$ cat src/rtl/commit_monitor.sv
// commit_monitor: classifies retired instructions into a record FIFO, keeps counters, sequences halt.
// Optional macro TRACE_FILTER_EN adds filter_mask[4:0] to suppress pushes per kind.
module commit_monitor #(
  parameter int DEPTH = 8,
  parameter int CNT_W = 32
) (
  input  logic             clk,
  input  logic             rst_n,
  input  logic             in_valid,
  input  logic [15:0]      in_pc,
  input  logic [15:0]      in_inst,
  input  logic             in_regwrite,
  input  logic [3:0]       in_wreg,
  input  logic [15:0]      in_wdata,
  input  logic             in_memread,
  input  logic             in_memwrite,
  input  logic [15:0]      in_memaddr,
  input  logic [15:0]      in_memdata,
  input  logic             in_halt,
`ifdef TRACE_FILTER_EN
  input  logic [4:0]       filter_mask,
`endif
  output logic             out_valid,
  input  logic             out_ready,
  output logic [2:0]       out_kind,
  output logic [CNT_W-1:0] out_inum,
  output logic [15:0]      out_pc,
  output logic [3:0]       out_reg,
  output logic [15:0]      out_value,
  output logic [15:0]      out_addr,
  output logic [CNT_W-1:0] inst_count,
  output logic [CNT_W-1:0] cycle_count,
  output logic [CNT_W-1:0] drop_count,
  output logic             overflow,
  output logic             halted
);

  localparam int AW = $clog2(DEPTH);
  localparam logic [AW:0] FULL = (AW+1)'(DEPTH);
  localparam logic [AW:0] ONE = (AW+1)'(1);

  localparam logic [2:0] KOTHER = 3'd0;
  localparam logic [2:0] KREG = 3'd1;
  localparam logic [2:0] KLOAD = 3'd2;
  localparam logic [2:0] KSTORE = 3'd3;
  localparam logic [2:0] KHALT = 3'd4;

  typedef enum logic [1:0] {
    RUN,
    DRAIN,
    HALTED
  } state_t;

  typedef struct packed {
    logic [2:0]       kind;
    logic [CNT_W-1:0] inum;
    logic [15:0]      pc;
    logic [3:0]       rd;
    logic [15:0]      value;
    logic [15:0]      addr;
  } rec_t;

  state_t state, stateNext;
  rec_t mem [DEPTH];
  rec_t newRec, headRec;
  logic [AW-1:0] wrPtr, rdPtr;
  logic [AW:0] count;
  logic [CNT_W-1:0] instCount, cycleCount, dropCount;
  logic ovf;
  logic retire, empty, full, pop, push, keep, drop;
  logic unusedInst;

  assign unusedInst = ^in_inst;

  assign retire = in_valid & (state == RUN);
  assign empty = (count == '0);
  assign full = (count == FULL);
  assign out_valid = ~empty & (state != HALTED);
  assign pop = out_valid & out_ready;

`ifdef TRACE_FILTER_EN
  assign keep = filter_mask[newRec.kind];
`else
  assign keep = 1'b1;
`endif

  // a full FIFO still accepts when the head leaves this cycle
  assign push = retire & keep & (~full | pop);
  assign drop = retire & keep & full & ~pop;

  always_comb begin
    newRec = '0;
    newRec.inum = instCount;
    newRec.pc = in_pc;
    if (in_halt) begin
      newRec.kind = KHALT;
    end else if (in_regwrite & in_memread) begin
      newRec.kind = KLOAD;
      newRec.rd = in_wreg;
      newRec.value = in_wdata;
      newRec.addr = in_memaddr;
    end else if (in_regwrite) begin
      newRec.kind = KREG;
      newRec.rd = in_wreg;
      newRec.value = in_wdata;
    end else if (in_memwrite) begin
      newRec.kind = KSTORE;
      newRec.value = in_memdata;
      newRec.addr = in_memaddr;
    end else begin
      newRec.kind = KOTHER;
    end
  end

  always_comb begin
    stateNext = state;
    unique case (state)
      RUN:
        if (retire & in_halt) stateNext = DRAIN;
      DRAIN:
        if (empty | ((count == ONE) & pop))
          stateNext = HALTED;
      HALTED:
        stateNext = HALTED;
      default:
        stateNext = RUN;
    endcase
  end

  always_ff @(posedge clk) begin
    if (!rst_n) begin
      state <= RUN;
      wrPtr <= '0;
      rdPtr <= '0;
      count <= '0;
      instCount <= '0;
      cycleCount <= '0;
      dropCount <= '0;
      ovf <= 1'b0;
    end else begin
      state <= stateNext;
      if (push) wrPtr <= wrPtr + AW'(1);
      if (pop) rdPtr <= rdPtr + AW'(1);
      count <= count + (AW+1)'(push) - (AW+1)'(pop);
      if (retire) instCount <= instCount + CNT_W'(1);
      if (state != HALTED)
        cycleCount <= cycleCount + CNT_W'(1);
      if (drop) begin
        dropCount <= dropCount + CNT_W'(1);
        ovf <= 1'b1;
      end
    end
  end

  always_ff @(posedge clk) begin
    if (push) mem[wrPtr] <= newRec;
  end

  assign headRec = out_valid ? mem[rdPtr] : '0;

  assign out_kind = headRec.kind;
  assign out_inum = headRec.inum;
  assign out_pc = headRec.pc;
  assign out_reg = headRec.rd;
  assign out_value = headRec.value;
  assign out_addr = headRec.addr;

  assign inst_count = instCount;
  assign cycle_count = cycleCount;
  assign drop_count = dropCount;
  assign overflow = ovf;
  assign halted = (state == HALTED);

endmodule

$ cat config.mk
export PLATFORM = sky130hd
export DESIGN_NAME = commit_monitor
export DESIGN_NICKNAME = d
export VERILOG_FILES = /design/src/rtl/commit_monitor.sv
export SDC_FILE = /design/constraint.sdc
export NUM_CORES = 1
export LEC_CHECK = 0
export ABC_CLOCK_PERIOD_IN_PS = 12000
export BUFFER_PORTS_ARGS = -buffer_cell sky130_fd_sc_hd__buf_2
export CAP_MARGIN = 5
export CORE_MARGIN = 5
export CORE_UTILIZATION = 31
export CTS_BUF_LIST = sky130_fd_sc_hd__clkbuf_8 sky130_fd_sc_hd__clkbuf_16
export DETAILED_ROUTE_END_ITERATION = 7
export SETUP_SLACK_MARGIN = 0.3
export SLEW_MARGIN = 20
export SYNTH_ARGS = -nofsm -noshare
export SYNTH_HDL_FRONTEND = slang
export SYNTH_SLANG_ARGS = --single-unit
$ cat constraint.sdc
create_clock -name clk -period 12 [get_ports clk]
set_input_delay 0.6 -clock clk [delete_from_list [all_inputs] [get_ports clk]]
set_output_delay 0.6 -clock clk [all_outputs]
set_load 0.03 [all_outputs]
* Word level (Yosys, flattened, before mapping) *
Memories as Yosys holds them, arrays and structs flattened. A register that Yosys moved wholly into a read port is not among the register bits.
Cells that the tools add are included.

word-level totals
  bits in registers = 109
  RAM bits = 696
  bits of input ports = 92
  output and inout bits = 186
  word-level logic and storage cells = 58
  memories = 1

operators by class
  $add $sub $neg = 7
  eq/ne operators = 7
  mux-type cells = 18
  bitwise gates (word level) = 14
  reductions and logical operators = 3

memories
  memory  depth  bits a word  read ports  clocked after memory_dff  write ports  line  RTL
  mem     8      87           1           1                         1            64    rec_t mem [DEPTH];

operators by type and width
  operator                 number
  $add A32 B1 Y32 const B  3
  $mux W87                 1
  $mux W36                 2
  $mux W16                 2
  $mux W32                 1
  $mux W3                  5
  $and A1 B1 Y1            9
  $add A3 B1 Y3 const B    2
  $mux W2                  3
  $pmux W2 S3              1
  $add A4 B1 Y4            1
  $eq A4 B1 Y1 const B     1
  $eq A4 B4 Y1 const B     1
  $logic_not A4 Y1         1
  $mux W4                  1
  $ne A2 B2 Y1 const B     2
  $sub A4 B1 Y4            1
  $not A1 Y1               3
  $eq A2 B1 Y1 const B     1
  $eq A2 B2 Y1 const B     1
  $logic_not A2 Y1         1
  $mux W1                  2
  $ne A2 B1 Y1 const B     1
  $or A1 B1 Y1             2
  $reduce_and A2 Y1        1

* Logic depth before layout (Yosys ltp) *
  word-level depth = 8
  depth in mapped cells = 14
  mapped depth without buffers = 14

* Worst setup path after synthesis *
Ideal clock, no wire load.

  kind = register to register
  start = register state[0]
  end = memory mem[2][0] in the netlist's numbering (enable)
  setup time = 0.777 ns
  data arrival time = 10.615 ns
  required time = 11.223 ns
  slack = 0.609 ns
  stages on the path, launching flop included = 8
  path buffers = 1
  clock period less this slack = 11.391 ns
  path through = dfxtp_1 > inv_1 > ha_1 > buf_2 > nor3b_2 > o21a_1 > inv_1 > nor4b_1

on the way
  word-level cells in the longest chain between the ends = 7
  elaborated cells between the ends (all ways) = 9
  those cells by class = 1 x eq/ne; 2 x mux; 5 x bitwise; 1 x reduce/logical

RTL lines
  item                               line  RTL
  from (decl)                        63    state_t state, stateNext;
  from (signal assigned)             141   state <= stateNext;
  $ne A2 B2 Y1                       78    assign out_valid = ~empty & (state != HALTED);
  $and A1 B1 Y1                      78
  $and A1 B1 Y1                      79    assign pop = out_valid & out_ready;
  $or A1 B1 Y1                       88    assign push = retire & keep & (~full | pop);
  $and A1 B1 Y1 (*)                  88
  $mux W1 (*)                        156   if (push) mem[wrPtr] <= newRec;
  $mux W1 (implied by the code) (*)  156
  to (decl)                          64

Every way passes the cells marked *; elsewhere a longest branch is shown, timed or not.

* Final worst setup path *
  start = register state[0]
  end = output out_inum[8]

on the way
  word-level cells in the longest chain between the ends = 3

RTL lines
  item           line  RTL
  $ne A2 B2 Y1   78
  $and A1 B1 Y1  78
  $mux W87       159   assign headRec = out_valid ? mem[rdPtr] : '0;
  to (decl)      26    output logic [CNT_W-1:0] out_inum,

No other way between the ends.

==> impl_results.md <==
- CTS tree: built
- CTS H-tree lvls: 3
- Max Cap Viol: 0
- Synth Area in XOR/XNOR: about 2.2%
- Top cells by count, synth: 696 x edfxtp_1, 184 x nor2_1, 174 x mux4_2, 112 x dfxtp_1, 97 x mux2i_1
- Tcrit/Tclk final: 35.01%
- Tmin final: around 4.2 ns
- Simple-Gate Fraction of Synth Area: 6.441%
- Setup WS pre-CTS: between 8 and 9 ns
- Outcome: finished, final reports clean
- Worst Path Max Fanout: between 40 and 50
- RePlAce Congestion: approximately 0.78
- Vias per cell: approximately 4.8
- CP arrival: 3.60 ns
- Clk buf depth: 3
- Placed insts: approximately 3300
- Relative slew slack: ~28%
- Synthesis Warnings: 0
- Setup-failing EPs final: 0
- FF+latch count, synth: 808
- Vias in the first global route: 17780
- FP Rows: between 100 and 150
- Largest family of logic cells by synthesized area: multiplexers
- Mapped Nets: 1877
- Synth Instances: 1769
- Largest net degree at the start of global routing: 85
- Fin. Hold Viols: 0
- Synth Cell Area: 0.03199 mm^2
- Hold Crit Class: primary input to flip-flop
- Synth Area in Compound Gates: 1.091%
- Post-DRT Antenna Nets: 0
- Cts hold-fix bufs: 0
- Synth Area in Adders: 0.6492%
- Synth Flop Type: edfxtp_1
- Ys async rst share: 0%
- Synth area leader: edfxtp_1
- Yosys cell types: 45
- Worst hold slack: 0.2333 ns
- Fmax: 238.0 MHz
- Critical Path Sink Type: primary output
- Post-cts repair resize count: 0
- Mean Syn Cell Area: 18.08 um^2
- GRT overflow: 0
- Drt pass-1 iters: 7
- Static leakage: 0.01253 uW
- Final std cells w/o fill: 3475
- Final Worst Setup Slack: 7.798 ns
- CP Class: flip-flop to primary output
- Starting Density: a little under a third
- FF+latch area: 0.02315 mm^2
- Slew @ Worst Pin: 1.074 ns
- Postcts setup bufs: 0
- Layout fillers: 9582
- Final wirelength: approximately 75000 um
- Worst skew pair latency: 0.64 ns
- First-pass GRT wire length: 113200 um
- Count leader, synth: edfxtp_1
- Max Slew Vio Count: 0
- Top cells by area, synth: edfxtp_1 65%, mux4_2 12%, dfxtp_1 7.0%, mux2i_1 3.0%, nor2_1 2.2%
- Placeable Area: 0.1022 mm^2
- Starting DRT DRC Count: 1101
- Worst Path Required: 11.40 ns
- Final core utilization: 36.83%
- Vias: ~17000
- Fin nets: 2153
- CTS Buf Count: a little under 90
- HPWL after DPL: approximately 43000 um
- Multi-input gate area: 0.008264 mm^2
- Total GRT Usage: 13.43%
- Maximum VDD drop: 0.1267 mV
- Clock transition at path regs: 0.06 ns
- Die extent in y: 331.2 um
- Synth top area share: 65.33%
- Post-synthesis mux area share: between 10% and 20%
- Initial antenna violation count: 3
- IO Pins: roughly 280
- WL per Instance: 21.49 um
- Synthesis-to-layout area growth: 17.64%
- DR DRC count: 0
- EDFF count, synth: between 600 and 700
- Worst Skew: 0.01985 ns
- Die W: between 300 and 400 um
- Unrepaired setup endpoints after global routing: no
- Share of cells above drive strength 1: 29.77%
- PwrDens: 218.5 mW/mm^2
- DIE AREA: 0.1097 mm^2
- Setup_tns: 0 ns
- Post-synthesis sequential area ratio: 72.34%
- Port buffer count: 261
- Clock Sinks: 808
- Crit start category: flip-flop
- Clock Root Buffer: clkbuf_16
==> per-stage QoR <==
stage	area, um^2	power (uW)
3_3_place_gp	34790	5703
3_5_place_dp	34810	5730
6_report	37630	8222
2_1_floorplan	31990	5050
5_1_grt	37630	8632
4_1_cts	37630	8378
==> critical path: stages, from the launching register on <==
cell,delay [ns]
dfxtp_1,0.32
inv_1,0.10
ha_1,0.42
o21bai_4,0.21
buf_4,0.57
buf_4,0.73
nor2_1,0.26
buf_2,0.25
==> final timing paths <==
kind	endpoint	slack, ns	depth (start not counted)	start
max reg2reg	mem[0][70]	8.30	8	state[0]
min	mem[2][42]	0.23	1	in_pc[6]
max	out_inum[8]	7.80	7	state[0]
min reg2reg	flip-flop	0.50	2	rdPtr[1]
==> cell families after synthesis <==
| kind of cell | count (synthesis) |
|---|---|
| buf+inv | 132 |
| mux | 271 |
| xor+xnor | 79 |
| simple gates | 408 |
| compound gates | 55 |
| fa+ha+maj | 16 |
| flops | 808 |
==> area by class of cell <==
cell class | instances | area share (%)
Inverter | 21 | 0.2128
Antenna cell | 1 | 0.006649
Sequential cell | 808 | 61.52
Multi-Input combinational cell | 829 | 21.96
Clock inverter | 54 | 1.247
Clock buffer | 96 | 6.234
Tap cell | 1368 | 4.548
Timing Repair Buffer | 298 | 4.272
==> power breakdown <==
| group | total (uW) | switching, uW | internal [uW] |
|---|---|---|---|
| Sequential | 3400 | 119 | 3280 |
| Clock | 2620 | 1060 | 1570 |
| Combinational | 2200 | 1400 | 800 |
| Total | 8220 | 2580 | 5640 |
==> cells in the final DEF (no fill, tap or decap), drive strengths merged, types with 11 or more instances in the layout <==
master and n:
and2 25, nor2 184, clkbuf 96, mux2i 97, and3 13, xor2 59, nand3 36, nor3 11
nand4 34, buf 298, edfxtp 696, nand2 52, clkinv 20, a21oi 20, or3 14, mux4 174
dfxtp 112, inv 43, o21ai 14, a22o 16, ha 15, xnor2 20
==> layer usage <==
metal	vias up	track usage, %	part of all wire [%]
met3	77	3.384	5.8
met2	405	22.59	49
li1	7442	-	-
met4	2	3.156	1.5
met5	-	0	0.027
met1	8672	17.61	44
==> state kept, by name (all words and copies together) (netlist names), named ones only <==
signal,cells
mem,696
cycle_count,32
drop_count,32
inst_count,32
count,4
rdPtr,3
wrPtr,3
state,2
overflow,1
Note: power is estimated with default switching activity, not from simulation.
